File: src/rtl/serial_subtractor.sv
// Bit-serial two's-complement subtractor: a - b, one bit per clock, LSB first,
// through a single full-subtractor cell and a registered borrow bit.
//
// state | meaning
// IDLE  | waiting for start
// RUN   | shifting operands through the full-subtractor cell
// DONE  | result published, done pulsed; start here launches the next operation
module serial_subtractor #(
  parameter int WIDTH = 4
) (
  input  logic             clk,
  input  logic             rst_n,
  input  logic             start,
  input  logic [WIDTH-1:0] a,
  input  logic [WIDTH-1:0] b,
  output logic             busy,
  output logic             done,
  output logic [WIDTH-1:0] diff,
  output logic             borrow_out,
  output logic             overflow
);

  localparam int CW = (WIDTH > 2) ? $clog2(WIDTH) : 1;
  localparam logic [CW-1:0] LAST = CW'(WIDTH - 1);

  typedef enum logic [1:0] {IDLE, RUN, DONE} state_t;

  state_t           state;
  logic [WIDTH-1:0] sa;
  logic [WIDTH-1:0] sb;
  logic [WIDTH-1:0] res;
  logic [CW-1:0]    cnt;
  logic             br;
  logic             a_msb;
  logic             b_msb;

  logic x, y, d, br_nxt;

  assign x      = sa[0];
  assign y      = sb[0];
  assign d      = x ^ y ^ br;
  assign br_nxt = (~x & y) | (~(x ^ y) & br);

  always_ff @(posedge clk or negedge rst_n) begin
    if (!rst_n) begin
      state      <= IDLE;
      sa         <= '0;
      sb         <= '0;
      res        <= '0;
      cnt        <= '0;
      br         <= 1'b0;
      a_msb      <= 1'b0;
      b_msb      <= 1'b0;
      busy       <= 1'b0;
      done       <= 1'b0;
      diff       <= '0;
      borrow_out <= 1'b0;
      overflow   <= 1'b0;
    end else begin
      case (state)
        IDLE, DONE: begin
          done <= 1'b0;
          if (start) begin
            sa    <= a;
            sb    <= b;
            res   <= '0;
            cnt   <= '0;
            br    <= 1'b0;
            a_msb <= a[WIDTH-1];
            b_msb <= b[WIDTH-1];
            busy  <= 1'b1;
            state <= RUN;
          end else begin
            busy  <= 1'b0;
            state <= IDLE;
          end
        end
        RUN: begin
          sa  <= sa >> 1;
          sb  <= sb >> 1;
          br  <= br_nxt;
          res <= {d, res[WIDTH-1:1]};
          cnt <= cnt + CW'(1);
          // Last bit: publish the completed word directly, so diff never shows partial shifts.
          if (cnt == LAST) begin
            diff       <= {d, res[WIDTH-1:1]};
            borrow_out <= br_nxt;
            overflow   <= (a_msb ^ b_msb) & (d ^ a_msb);
            busy       <= 1'b0;
            done       <= 1'b1;
            state      <= DONE;
          end
        end
        default: begin
          busy  <= 1'b0;
          done  <= 1'b0;
          state <= IDLE;
        end
      endcase
    end
  end

endmodule

File: config.mk
export PLATFORM = sky130hd
export DESIGN_NAME = serial_subtractor
export DESIGN_NICKNAME = d
export VERILOG_FILES = /design/src/rtl/serial_subtractor.sv
export SDC_FILE = /design/constraint.sdc
export NUM_CORES = 1
export LEC_CHECK = 0
export BUFFER_PORTS_ARGS = -buffer_cell sky130_fd_sc_hd__buf_2
export CAP_MARGIN = 20
export CORE_MARGIN = 2
export CORE_UTILIZATION = 52
export DETAILED_ROUTE_END_ITERATION = 10
export GPL_ROUTABILITY_DRIVEN = 0
export PLACE_DENSITY = 0.73
export SYNTH_ARGS = -nofsm -noshare
export SYNTH_HDL_FRONTEND = slang
export SYNTH_SLANG_ARGS = --single-unit
File: constraint.sdc
create_clock -name clk -period 1.64 [get_ports clk]
set_input_delay 0.328 -clock clk [delete_from_list [all_inputs] [get_ports clk]]
set_output_delay 0.328 -clock clk [all_outputs]
set_load 0.1 [all_outputs]
; After elaboration in Yosys (flattened, before gate mapping)
; Cells that the tools add are included.
; W data, S select, Z words.
[totals]
regBits = 27
latchBits = 0
ram_bits = 0
romBits = 0
out_inout_bits = 8
wordCells = 53
memories = 0
[classes]
addsub = 1
n_mul = 0
div_mod_pow = 0
magnitude_cmp = 0
eq_ne = 5
shifts = 0
muxes = 18
bitwise = 10
n_reduce_logical = 6
[op_table]
columns = cell, n
row1 = $pmux W4 S2, 3
row2 = $mux W4, 3
row3 = $pmux W2 S2, 2
row4 = $mux W1, 6
row5 = $reduce_and A2 Y1, 3
row6 = $eq A2 B2 Y1 const B, 2
row7 = $mux W2, 2
row8 = $ne A2 B2 Y1 const B, 2
row9 = $pmux W1 S2, 2
row10 = $xor A1 B1 Y1, 4
row11 = $and A1 B1 Y1, 3
row12 = $add A2 B1 Y2 const B, 1
row13 = $eq A2 B1 Y1 const B, 1
row14 = $logic_not A2 Y1, 1
row15 = $not A1 Y1, 2
row16 = $reduce_bool A2 Y1, 1
row17 = $reduce_or A2 Y1, 1
row18 = $or A1 B1 Y1, 1

; Logic depth before layout (Yosys ltp)
[depth]
ltp_word = 5
ltp_mapped = 5

; Worst setup path before layout
; No wires, ideal clock.
[synth_path]
path_kind = register to register
startpoint = register done (netlist name)
endpoint = register diff[0]
setup_ns = 0.125
arrival_ns = 1.629
required_time_ns = 1.515
slack_ns = -0.114
path_stages_with_launch = 4
n_path_buf = 1
period_less_slack_ns = 1.754
path_cell_list = dfrtp_1 -> buf_6 -> nand3b_4 -> mux2_4
[synth_lines]
columns = element, line
row1 = to (signal assigned), 86  ; diff <= {d, res[WIDTH-1:1]};
row2 = to (decl), 18  ; output logic [WIDTH-1:0] diff,

; Final worst setup path
[layout_path]
startpoint = register done
endpoint = output port done
[layout_lines]
columns = element, line
row1 = from (decl), 17  ; output logic done,
row2 = from (signal assigned), 55  ; done <= 1'b0;
row3 = from (signal assigned), 62  ; done <= 1'b0;
row4 = from (signal assigned), 90  ; done <= 1'b1;
; No word-level cell between the ends.

==> parameters.txt <==
Parameter                              Value

Run status
  Status    completed

Critical path
  CP peak stage delay    about 0.67 ns
  WP data arrival    1.21 ns
  Max Fanout on Critical Path    18
  Critical Path, Cell by Cell    buf_12
  Nature of the critical path startpoint    flip-flop
  Data required, critical path    1.31 ns
  Delay-heaviest family, CP    flip-flops
  Buffer and inverter count on the worst path    1
  Worst setup EP type    output pin
  Classification of the worst setup path    flip-flop to output pin
  Library cell contributing the largest single delay on the critical path    dfrtp_2

Synthesis
  Adder and majority gate portion of the synthesized area    2.67%
  Flop and latch count out of synthesis    25
  Distinct cells, synth    25
  XOR/XNOR share of the synthesized area    less than 1%
  Warnings, synthesis    0
  Syn Std Cell Area    1220 µm²
  Synthesized Nets    111
  Simple-gate share of the synthesized area    9.85%
  Complex-gate fraction of the synthesized area    13.5%
  Synth Instances    98
  Mapped Avg Cell Area    12.4 µm²
  Multiplexer fraction of the synthesized cell area    17.0%
  Portion of the post-synthesis area used by sequential elements    about half
  Main combinational cell family by area after synthesis    multiplexers

Route
  DRT Wirelength    1960 µm
  Post-route DRC violation count    0
  Vias after detailed routing    785
  DRT iter0 DRCs    2
  Count of antenna-violating nets left after detailed routing    0
  Wire length per cell after detailed routing    13.4 µm
  Number of vias per cell    5.38
  Number of optimization iterations in the first detailed-route pass    3

Finish
  Post-synthesis to final-layout area growth    12.4%
  Footprint of the multi-input gates    534 µm²
  Post-layout nets    132
  # diodes    0
  Fill count    180
  Fraction of final layout cells sized beyond drive strength 1    33.1%
  Area of all sequential standard cells    627 µm²

Die
  # rows    17
  Top Ports    19
  Initial core utilization    55.1%
  X dimension of the die    52.4 µm
  Die Outline Area    roughly 2700 µm²
  Die extent in y    52.4 µm
  Core box area    roughly 2200 µm²

Timing
  Setup violation total in the final timing report    0
  Post-Route Skew    approximately 0.00069 ns
  Slew margin rel.    a little under two thirds
  Unrepaired setup endpoints after global routing    no
  Number of hold violations in the final report    0
  Minimum clock period after layout    1.54 ns
  Measured slew at the worst slew-check pin    0.545 ns
  Max Slew Vio Count    0
  Maximum clock frequency    about 0.65 GHz
  Final sum of negative setup slack    0 ns
  Final worst path period share    93.8%

Clock network
  H-Tree Depth    1
  Number of instances resized during post-cts repair    0
  Clk sink count    25
  Clock transition at path regs    between 0.1 and 0.15 ns
  Maximum root-to-sink buffer count    2
  Clock tree from TritonCTS    done
  Worst skew pair latency    0.30 ns
  Total CTS buffers    3
  Clk root buf    clkbuf_4

Global routing
  Number of global-route vias before repair    889
  All-Layer GR Usage    approximately 19%
  First-pass GRT wire length    3820 µm
  Largest net degree at the start of global routing    26
  Antenna violations before repair    0
  Total gr overflow    0

Run
  Max-capacitance violation count    0

Hold path
  Worst min path class    input pin to flip-flop

Place
  Post-DP HPWL    1430 µm
  Port Buffers    18
## registers in the layout (all words and copies together), names as in the netlist
name	flops
a_msb	1
sb	4
overflow	1
br	1
res	3
state	1
busy	1
b_msb	1
borrow_out	1
done	1
diff	4
cnt	2
sa	4
## Yosys cell counts
cell,count,share of area (%)
nand2_1,3,0.92
a22o_1,6,4.3
ha_1,1,1.0
xnor2_1,1,0.72
nor2b_1,6,3.1
nand3_1,2,0.82
nor2_2,1,0.51
a211oi_1,6,3.7
or2_2,1,0.51
nand3b_4,1,1.6
and3b_1,1,0.72
nor2_1,1,0.31
nor3b_1,1,0.62
buf_6,3,2.8
mux2_2,6,5.5
buf_2,3,1.2
nor2b_2,1,0.72
mux2_4,4,4.9
o21ai_0,5,2.1
mux2i_1,8,6.6
inv_1,3,0.92
a21o_1,1,0.62
dfrtp_1,25,51
fa_1,1,1.6
a21oi_1,7,2.9
## cell families after synthesis
family	count (synthesis)
flops	25
fa+ha+maj	2
xor+xnor	1
buf+inv	9
simple gates	18
compound gates	25
mux	18
## layout by cell type (no fill, tap or decap), drive strengths merged
cell          n
dfrtp        25
buf          21
mux2         10
mux2i         8
a21oi         7
nor2b         7
a22o          6
a211oi        6
o21ai         5
clkbuf        4
inv           3
nand2         3
nand3         2
nor2          2
nand3b        1
nor3b         1
or2           1
xnor2         1
a21o          1
and3b         1
fa            1
ha            1
dlygate4sd3   1
## area by class of cell
cell class	instances	area share, %
Timing Repair Buffer	22	10.0
Inverter	3	0.821
Multi-Input combinational cell	64	39.0
Clock buffer	4	1.92
Tap cell	28	2.55
Sequential cell	25	45.7
## worst paths after layout
kind / startpoint / endpoint / slack (ns) / depth (start not counted)
max: done / done / 0.10 / 1
max reg2reg: sa[0] / res[3] / 0.11 / 3
min reg2reg: busy / busy / 0.49 / 1
min: b[3] / b_msb / 0.27 / 2
max in group asynchronous: rst_n / done / 0.72 / 2
min in group asynchronous: rst_n / borrow_out / 0.53 / 2
## what timing repair did
| item | CTS | global route |
|---|---|---|
| hold buffers | 1 | 0 |
| buffers inserted | 0 | 0 |
| endpoints found under the hold margin | 1 | 0 |
## through the flow
step	setup WS [ns]	instances	area [µm²]	util, %	hold slack, ns
finish	0.101	146	1370	62.0	0.274
global route	0.0293	146	1370	62.0	0.275
CTS	0.0816	146	1370	62.0	0.268
detailed placement	0.129	141	1340	60.4	0.345
global placement	0.163	141	1340	60.4	0.347
floorplan	0.165	98	1220	-	0.0324
## layer usage
metal / part of all wire (%) / up-vias / GRT usage, %
met5: 0 / - / 0
met1: 50 / 379 / 24.4
met2: 47 / 11 / 31.3
li1: - / 393 / -
met3: 2.6 / 2 / 2.57
met4: 0.51 / 0 / 6.41
Power is left out: the tool's default activity adds up to more than one toggle a clock period on the data nets, which glitch-free logic cannot reach.
